File: config.mk
export PLATFORM = sky130hd
export DESIGN_NAME = inst_fetch_queue
export DESIGN_NICKNAME = d
export VERILOG_FILES = /design/src/rtl/inst_fetch_queue_pkg.sv /design/src/rtl/inst_fetch_queue_ifq_fifo.sv /design/src/rtl/inst_fetch_queue.sv
export SDC_FILE = /design/constraint.sdc
export NUM_CORES = 1
export LEC_CHECK = 0
export ABC_AREA = 1
export CORE_MARGIN = 2
export CORE_UTILIZATION = 30
export CTS_CLUSTER_SIZE = 30
export DETAILED_ROUTE_END_ITERATION = 8
export GPL_ROUTABILITY_DRIVEN = 1
export HOLD_SLACK_MARGIN = 0.08
export PLACE_DENSITY_LB_ADDON = 0.05
export SYNTH_ARGS = -nofsm -noshare
export SYNTH_HDL_FRONTEND = slang
export SYNTH_HIERARCHICAL = 1
export SYNTH_SLANG_ARGS = --single-unit
File: constraint.sdc
create_clock -name clk -period 3.4 [get_ports clk]
set_clock_uncertainty 0.15 [all_clocks]
set_input_delay 0.68 -clock clk [delete_from_list [all_inputs] [get_ports clk]]
set_output_delay 0.68 -clock clk [all_outputs]
set_load 0.03 [all_outputs]
File: src/rtl/inst_fetch_queue_pkg.sv
// inst_fetch_queue shared types and defaults
// Fetch widths, reset vector and queue entry layout
package inst_fetch_queue_pkg;

    localparam int          INST_WIDTH   = 32;
    localparam int          PC_WIDTH     = 32;
    localparam logic [31:0] IFQ_RESET_PC = 32'hBFC0_0000;
    localparam int          IFQ_DEPTH    = 4;

    typedef struct packed {
        logic [PC_WIDTH-1:0]   pc;
        logic [INST_WIDTH-1:0] inst;
    } ifq_entry_t;

    function automatic logic [PC_WIDTH-1:0] word_align(
        input logic [PC_WIDTH-1:0] a
    );
        return {a[PC_WIDTH-1:2], 2'b00};
    endfunction

endpackage

File: src/rtl/inst_fetch_queue_ifq_fifo.sv
// ifq_fifo: small synchronous FIFO with clear
// Used for the pc-tag list and the instruction queue
module ifq_fifo #(
    parameter int WIDTH = 32,
    parameter int DEPTH = 4
) (
    input  logic                   clk,
    input  logic                   rst,
    input  logic                   clear,
    input  logic                   push,
    input  logic [WIDTH-1:0]       wdata,
    input  logic                   pop,
    output logic [WIDTH-1:0]       rdata,
    output logic [$clog2(DEPTH):0] count
);

    localparam int AW = $clog2(DEPTH);

    logic [WIDTH-1:0] mem_q [DEPTH];
    logic [WIDTH-1:0] mem_d [DEPTH];
    logic [AW-1:0]    wr_ptr_q, wr_ptr_d;
    logic [AW-1:0]    rd_ptr_q, rd_ptr_d;
    logic [AW:0]      count_q, count_d;

    // next pointers/count; clear overrides push and pop
    always_comb begin
        mem_d    = mem_q;
        wr_ptr_d = wr_ptr_q;
        rd_ptr_d = rd_ptr_q;
        count_d  = count_q;
        if (clear) begin
            wr_ptr_d = '0;
            rd_ptr_d = '0;
            count_d  = '0;
        end else begin
            if (push) begin
                mem_d[wr_ptr_q] = wdata;
                wr_ptr_d        = wr_ptr_q + 1'b1;
            end
            if (pop) begin
                rd_ptr_d = rd_ptr_q + 1'b1;
            end
            count_d = count_q + (AW+1)'(push) - (AW+1)'(pop);
        end
    end

    // storage and pointer registers
    always_ff @(posedge clk) begin
        if (rst) begin
            for (int i = 0; i < DEPTH; i++) begin
                mem_q[i] <= '0;
            end
            wr_ptr_q <= '0;
            rd_ptr_q <= '0;
            count_q  <= '0;
        end else begin
            mem_q    <= mem_d;
            wr_ptr_q <= wr_ptr_d;
            rd_ptr_q <= rd_ptr_d;
            count_q  <= count_d;
        end
    end

    assign rdata = mem_q[rd_ptr_q];
    assign count = count_q;

endmodule

File: src/rtl/inst_fetch_queue.sv
// inst_fetch_queue: sequential fetch with prefetch queue and redirect flush
// Option: IFQ_BYPASS_EN presents a response to ID in the same cycle
module inst_fetch_queue
    import inst_fetch_queue_pkg::*;
#(
    parameter int          DEPTH    = IFQ_DEPTH,
    parameter logic [31:0] RESET_PC = IFQ_RESET_PC
) (
    input  logic        clk,
    input  logic        rst,
    output logic        imem_req,
    output logic [31:0] imem_addr,
    input  logic        imem_gnt,
    input  logic        imem_rvalid,
    input  logic [31:0] imem_rdata,
    input  logic        redirect,
    input  logic [31:0] redirect_pc,
    output logic        id_valid,
    input  logic        id_ready,
    output logic [31:0] id_pc,
    output logic [31:0] id_inst
);

    localparam int CW = $clog2(DEPTH) + 1;

    logic [PC_WIDTH-1:0] fetch_pc_q, fetch_pc_d;
    logic [CW-1:0]       outstanding_q, outstanding_d;
    logic [CW-1:0]       drop_q, drop_d;
    logic [CW-1:0]       q_count, tag_count;
    logic [CW:0]         inflight;
    logic                issue, resp_stale, resp_live;
    logic                tag_pop, q_push, q_pop, bypass;
    logic [PC_WIDTH-1:0] tag_pc;
    ifq_entry_t          head, q_wdata;

    assign inflight  = {1'b0, q_count} + {1'b0, outstanding_q};
    assign imem_req  = !rst && !redirect && (inflight < (CW+1)'(DEPTH));
    assign imem_addr = fetch_pc_q;
    assign issue     = imem_req && imem_gnt;

    // stale responses bypass the tag list; live ones consume a tag
    assign resp_stale = imem_rvalid && (drop_q != '0);
    assign tag_pop    = imem_rvalid && (drop_q == '0);
    assign resp_live  = tag_pop && !redirect;

    assign q_wdata.pc   = tag_pc;
    assign q_wdata.inst = imem_rdata;
    assign q_pop        = (q_count != '0) && id_ready && !redirect;
    assign q_push       = resp_live && !bypass;

    // ID-side presentation, optionally short-circuiting an empty queue
    always_comb begin
        bypass   = 1'b0;
        id_valid = (q_count != '0);
        id_pc    = head.pc;
        id_inst  = head.inst;
`ifdef IFQ_BYPASS_EN
        if ((q_count == '0) && resp_live) begin
            bypass   = id_ready;
            id_valid = 1'b1;
            id_pc    = tag_pc;
            id_inst  = imem_rdata;
        end
`endif
    end

    // fetch pointer, in-flight and stale-drop accounting
    always_comb begin
        fetch_pc_d    = fetch_pc_q;
        drop_d        = drop_q;
        outstanding_d = outstanding_q + CW'(issue) - CW'(imem_rvalid);
        if (issue) begin
            fetch_pc_d = fetch_pc_q + 32'd4;
        end
        if (resp_stale) begin
            drop_d = drop_q - 1'b1;
        end
        if (redirect) begin
            fetch_pc_d = word_align(redirect_pc);
            drop_d     = outstanding_d;
        end
    end

    // control registers
    always_ff @(posedge clk) begin
        if (rst) begin
            fetch_pc_q    <= RESET_PC;
            outstanding_q <= '0;
            drop_q        <= '0;
        end else begin
            fetch_pc_q    <= fetch_pc_d;
            outstanding_q <= outstanding_d;
            drop_q        <= drop_d;
        end
    end

    ifq_fifo #(
        .WIDTH (PC_WIDTH),
        .DEPTH (DEPTH)
    ) u_tag_fifo (
        .clk   (clk),
        .rst   (rst),
        .clear (redirect),
        .push  (issue),
        .wdata (fetch_pc_q),
        .pop   (tag_pop),
        .rdata (tag_pc),
        .count (tag_count)
    );

    ifq_fifo #(
        .WIDTH ($bits(ifq_entry_t)),
        .DEPTH (DEPTH)
    ) u_inst_q (
        .clk   (clk),
        .rst   (rst),
        .clear (redirect),
        .push  (q_push),
        .wdata (q_wdata),
        .pop   (q_pop),
        .rdata (head),
        .count (q_count)
    );

endmodule

==> run summary <==
status: finished clean
CP delay by family, top: buffers and inverters
worst-case clock buffer depth: 3
IO Count: 168
CTS HTree Levels: 2
CP Depth: 4
Worst Setup Path Type: reg2out
Worst Hold End: u_inst_q/mem_q[241]$_SDFFE_PP0P_
Antenna diodes: 0
Root Driver: clkbuf_16
Clock Latency Late Sink: 0.61 ns
crit path DAT: 2.45 ns
crit path from: u_inst_q/rd_ptr_q[0]$_SDFFE_PP0P_
first-pass GRT wire length: 110 mm
Crit Path Max Fanout: 74
global route overflow: 0
setup violators final: 0
Die X: 271 um
post-route ant nets: 0
final period utilization: 0.964
RSZ-0062 raised after global routing: no
Design Power: 12.2 mW
IO buf count: 163
Worst-path clk slew: 0.06 ns
nets@finish: 3,416
share of cells above drive strength 1: 0.0520
slowest CP cell: clkdlybuf4s50_1
Reg power frac: 0.430
placed wire-length estimate: 41.6 mm
R2R depth: 13
Slew headroom: 0.331
worst path bufs/invs: 2
switching share of power: 0.267
Worst Setup End Kind: output pin
gpl congestion: 0.778
cts repair resizes: 0
Data required, critical path: 2.57 ns
Worst Min Path Start: u_inst_q/mem_q[241]$_SDFFE_PP0P_
Initial DRC Count: 1,436
peak supply drop: 0.444 mV
Core Area: 70,300 um2
min-delay worst type: reg2reg
vias: 20,400
mapped cell area: 21,400 um2
synth warn: 6
Post-CTS Hold Fix Bufs: 0
GRT Util Overall: 0.189
final WL: 70.6 mm
cts bufs inserted: 53
Psw: 3.26 mW
Site Rows: 97
Pins Over Slew Limit: 0
initial antenna violation count: 0
Syn-to-layout area delta: 18.5%
post-route DRC violation count: 0
PD cells: 481 nW/um2
clock sinks: 431
CTS tree: done
drt first pass iters: 7
WHS Path Cells: 2
Clock power frac: 0.463
worst reg2reg path endpoint: drop_q[2]$_SDFFE_PP0P_
Internal Power: 8.94 mW
Worst R2R Setup Slack: 0.68 ns
fillers: 7,391
Post-Syn Area per Cell: 6.55 um2
dpl ws: 0.390 ns
CP startpoint kind: register
worst-margin pin slew: 1.00 ns
Leak: 11.6 nW
Comb power frac: 0.107
vias in the first global route: 18,900
DR WL/cell: 16.4 um
Slowest Stage Delay on Critical Path: 0.73 ns
die area: 73,500 um2
Initial Util: 0.304
reg2reg start: u_inst_q/count[1]$_SDFF_PP0_
DR vias/cell: 4.74
Final WS setup: 0.122 ns
post-layout minimum cycle time: 3.28 ns
Setup TNS: 0 ns
final hold violations: 0
pin count of the biggest net entering global routing: 163
setup bufs post-CTS: 0
worst-path cell chain: buf_16, o211ai_1, nand2_1, clkdlybuf4s50_1
die height: 271 um
post-synthesis cell count: 3,267
Max Cap Violations: 0
Max Clk Rate: 305 MHz
==> worst max-delay path by stage <==
stage,slack [ns],to
3_3_place_gp,0.41,u_inst_q/mem_q[249]$_SDFFE_PP0P_
5_1_grt,0.002,id_pc[17]
4_1_cts,0.03,id_pc[17]
3_5_place_dp,0.39,u_inst_q/mem_q[195]$_SDFFE_PP0P_
2_1_floorplan,0.41,drop_q[2]$_SDFFE_PP0P_
6_report,0.12,id_pc[12]
==> worst register-to-register path, cell delays in order, from the launching register on <==
cell	delay, ns
dfxtp_1	0.44
ha_1	0.27
nand3_1	0.07
nand2_1	0.12
nor2_4	0.14
nand2_4	0.05
ha_1	0.26
inv_1	0.04
ha_1	0.18
fa_1	0.38
or2_2	0.30
a21oi_1	0.15
nand2_1	0.07
nand2_1	0.05
==> power by group through the flow <==
stage          Combinational [mW]  Sequential (mW)  Clock [mW]
3_5_place_dp                 1.32             5.37           0
3_3_place_gp                 1.31             5.36           0
2_1_floorplan               0.727             5.38           0
5_1_grt                      1.43             5.26        6.07
6_report                     1.31             5.25        5.65
4_1_cts                      1.32             5.26        5.85
==> flip-flops by register name (all words and copies together), names as in the netlist <==
register             count
u_inst_q/mem_q         256
u_tag_fifo/mem_q       128
imem_addr               30
drop_q                   3
outstanding_q            3
u_inst_q/count           3
u_inst_q/rd_ptr_q        2
u_inst_q/wr_ptr_q        2
u_tag_fifo/rd_ptr_q      2
u_tag_fifo/wr_ptr_q      2
==> layout make-up <==
class / instances / area (um2) / area share
Multi-Input combinational cell: 2288 / 10300 / 0.405
Tap cell: 940 / 1180 / 0.0464
Clock inverter: 9 / 103 / 0.00405
Sequential cell: 431 / 8640 / 0.341
Clock buffer: 84 / 1630 / 0.0641
Timing Repair Buffer: 225 / 2310 / 0.0911
Inverter: 328 / 1240 / 0.0489
==> stage by stage <==
step | instance area (um2) | std cells | util | hold WS, ns
floorplan | 21400 | 3276 | - | 0.287
global placement | 23600 | 4212 | 0.336 | 0.294
detailed placement | 23600 | 4212 | 0.336 | 0.299
CTS | 25300 | 4305 | 0.361 | 0.308
global route | 25400 | 4305 | 0.361 | 0.319
finish | 25400 | 4305 | 0.361 | 0.308
==> layout by cell type (no fill, tap or decap), types with 31 or more instances in the layout <==
cell type / instances
a21oi_1: 255
buf_4: 46
clkbuf_16: 55
clkdlybuf4s50_1: 158
dfxtp_1: 427
inv_1: 322
nand2_1: 1007
nand3_1: 31
nand4_1: 133
nor2_1: 572
o211ai_1: 97
o21ai_0: 86
==> layer usage <==
metal,part of all wire,GRT usage,vias to the layer above
li1,-,-,10400
met1,0.45,0.238,9498
met2,0.48,0.332,439
met3,0.040,0.0257,101
met4,0.026,0.0566,0
met5,0,0,-
No activity file was read; power rests on OpenSTA's default activity.
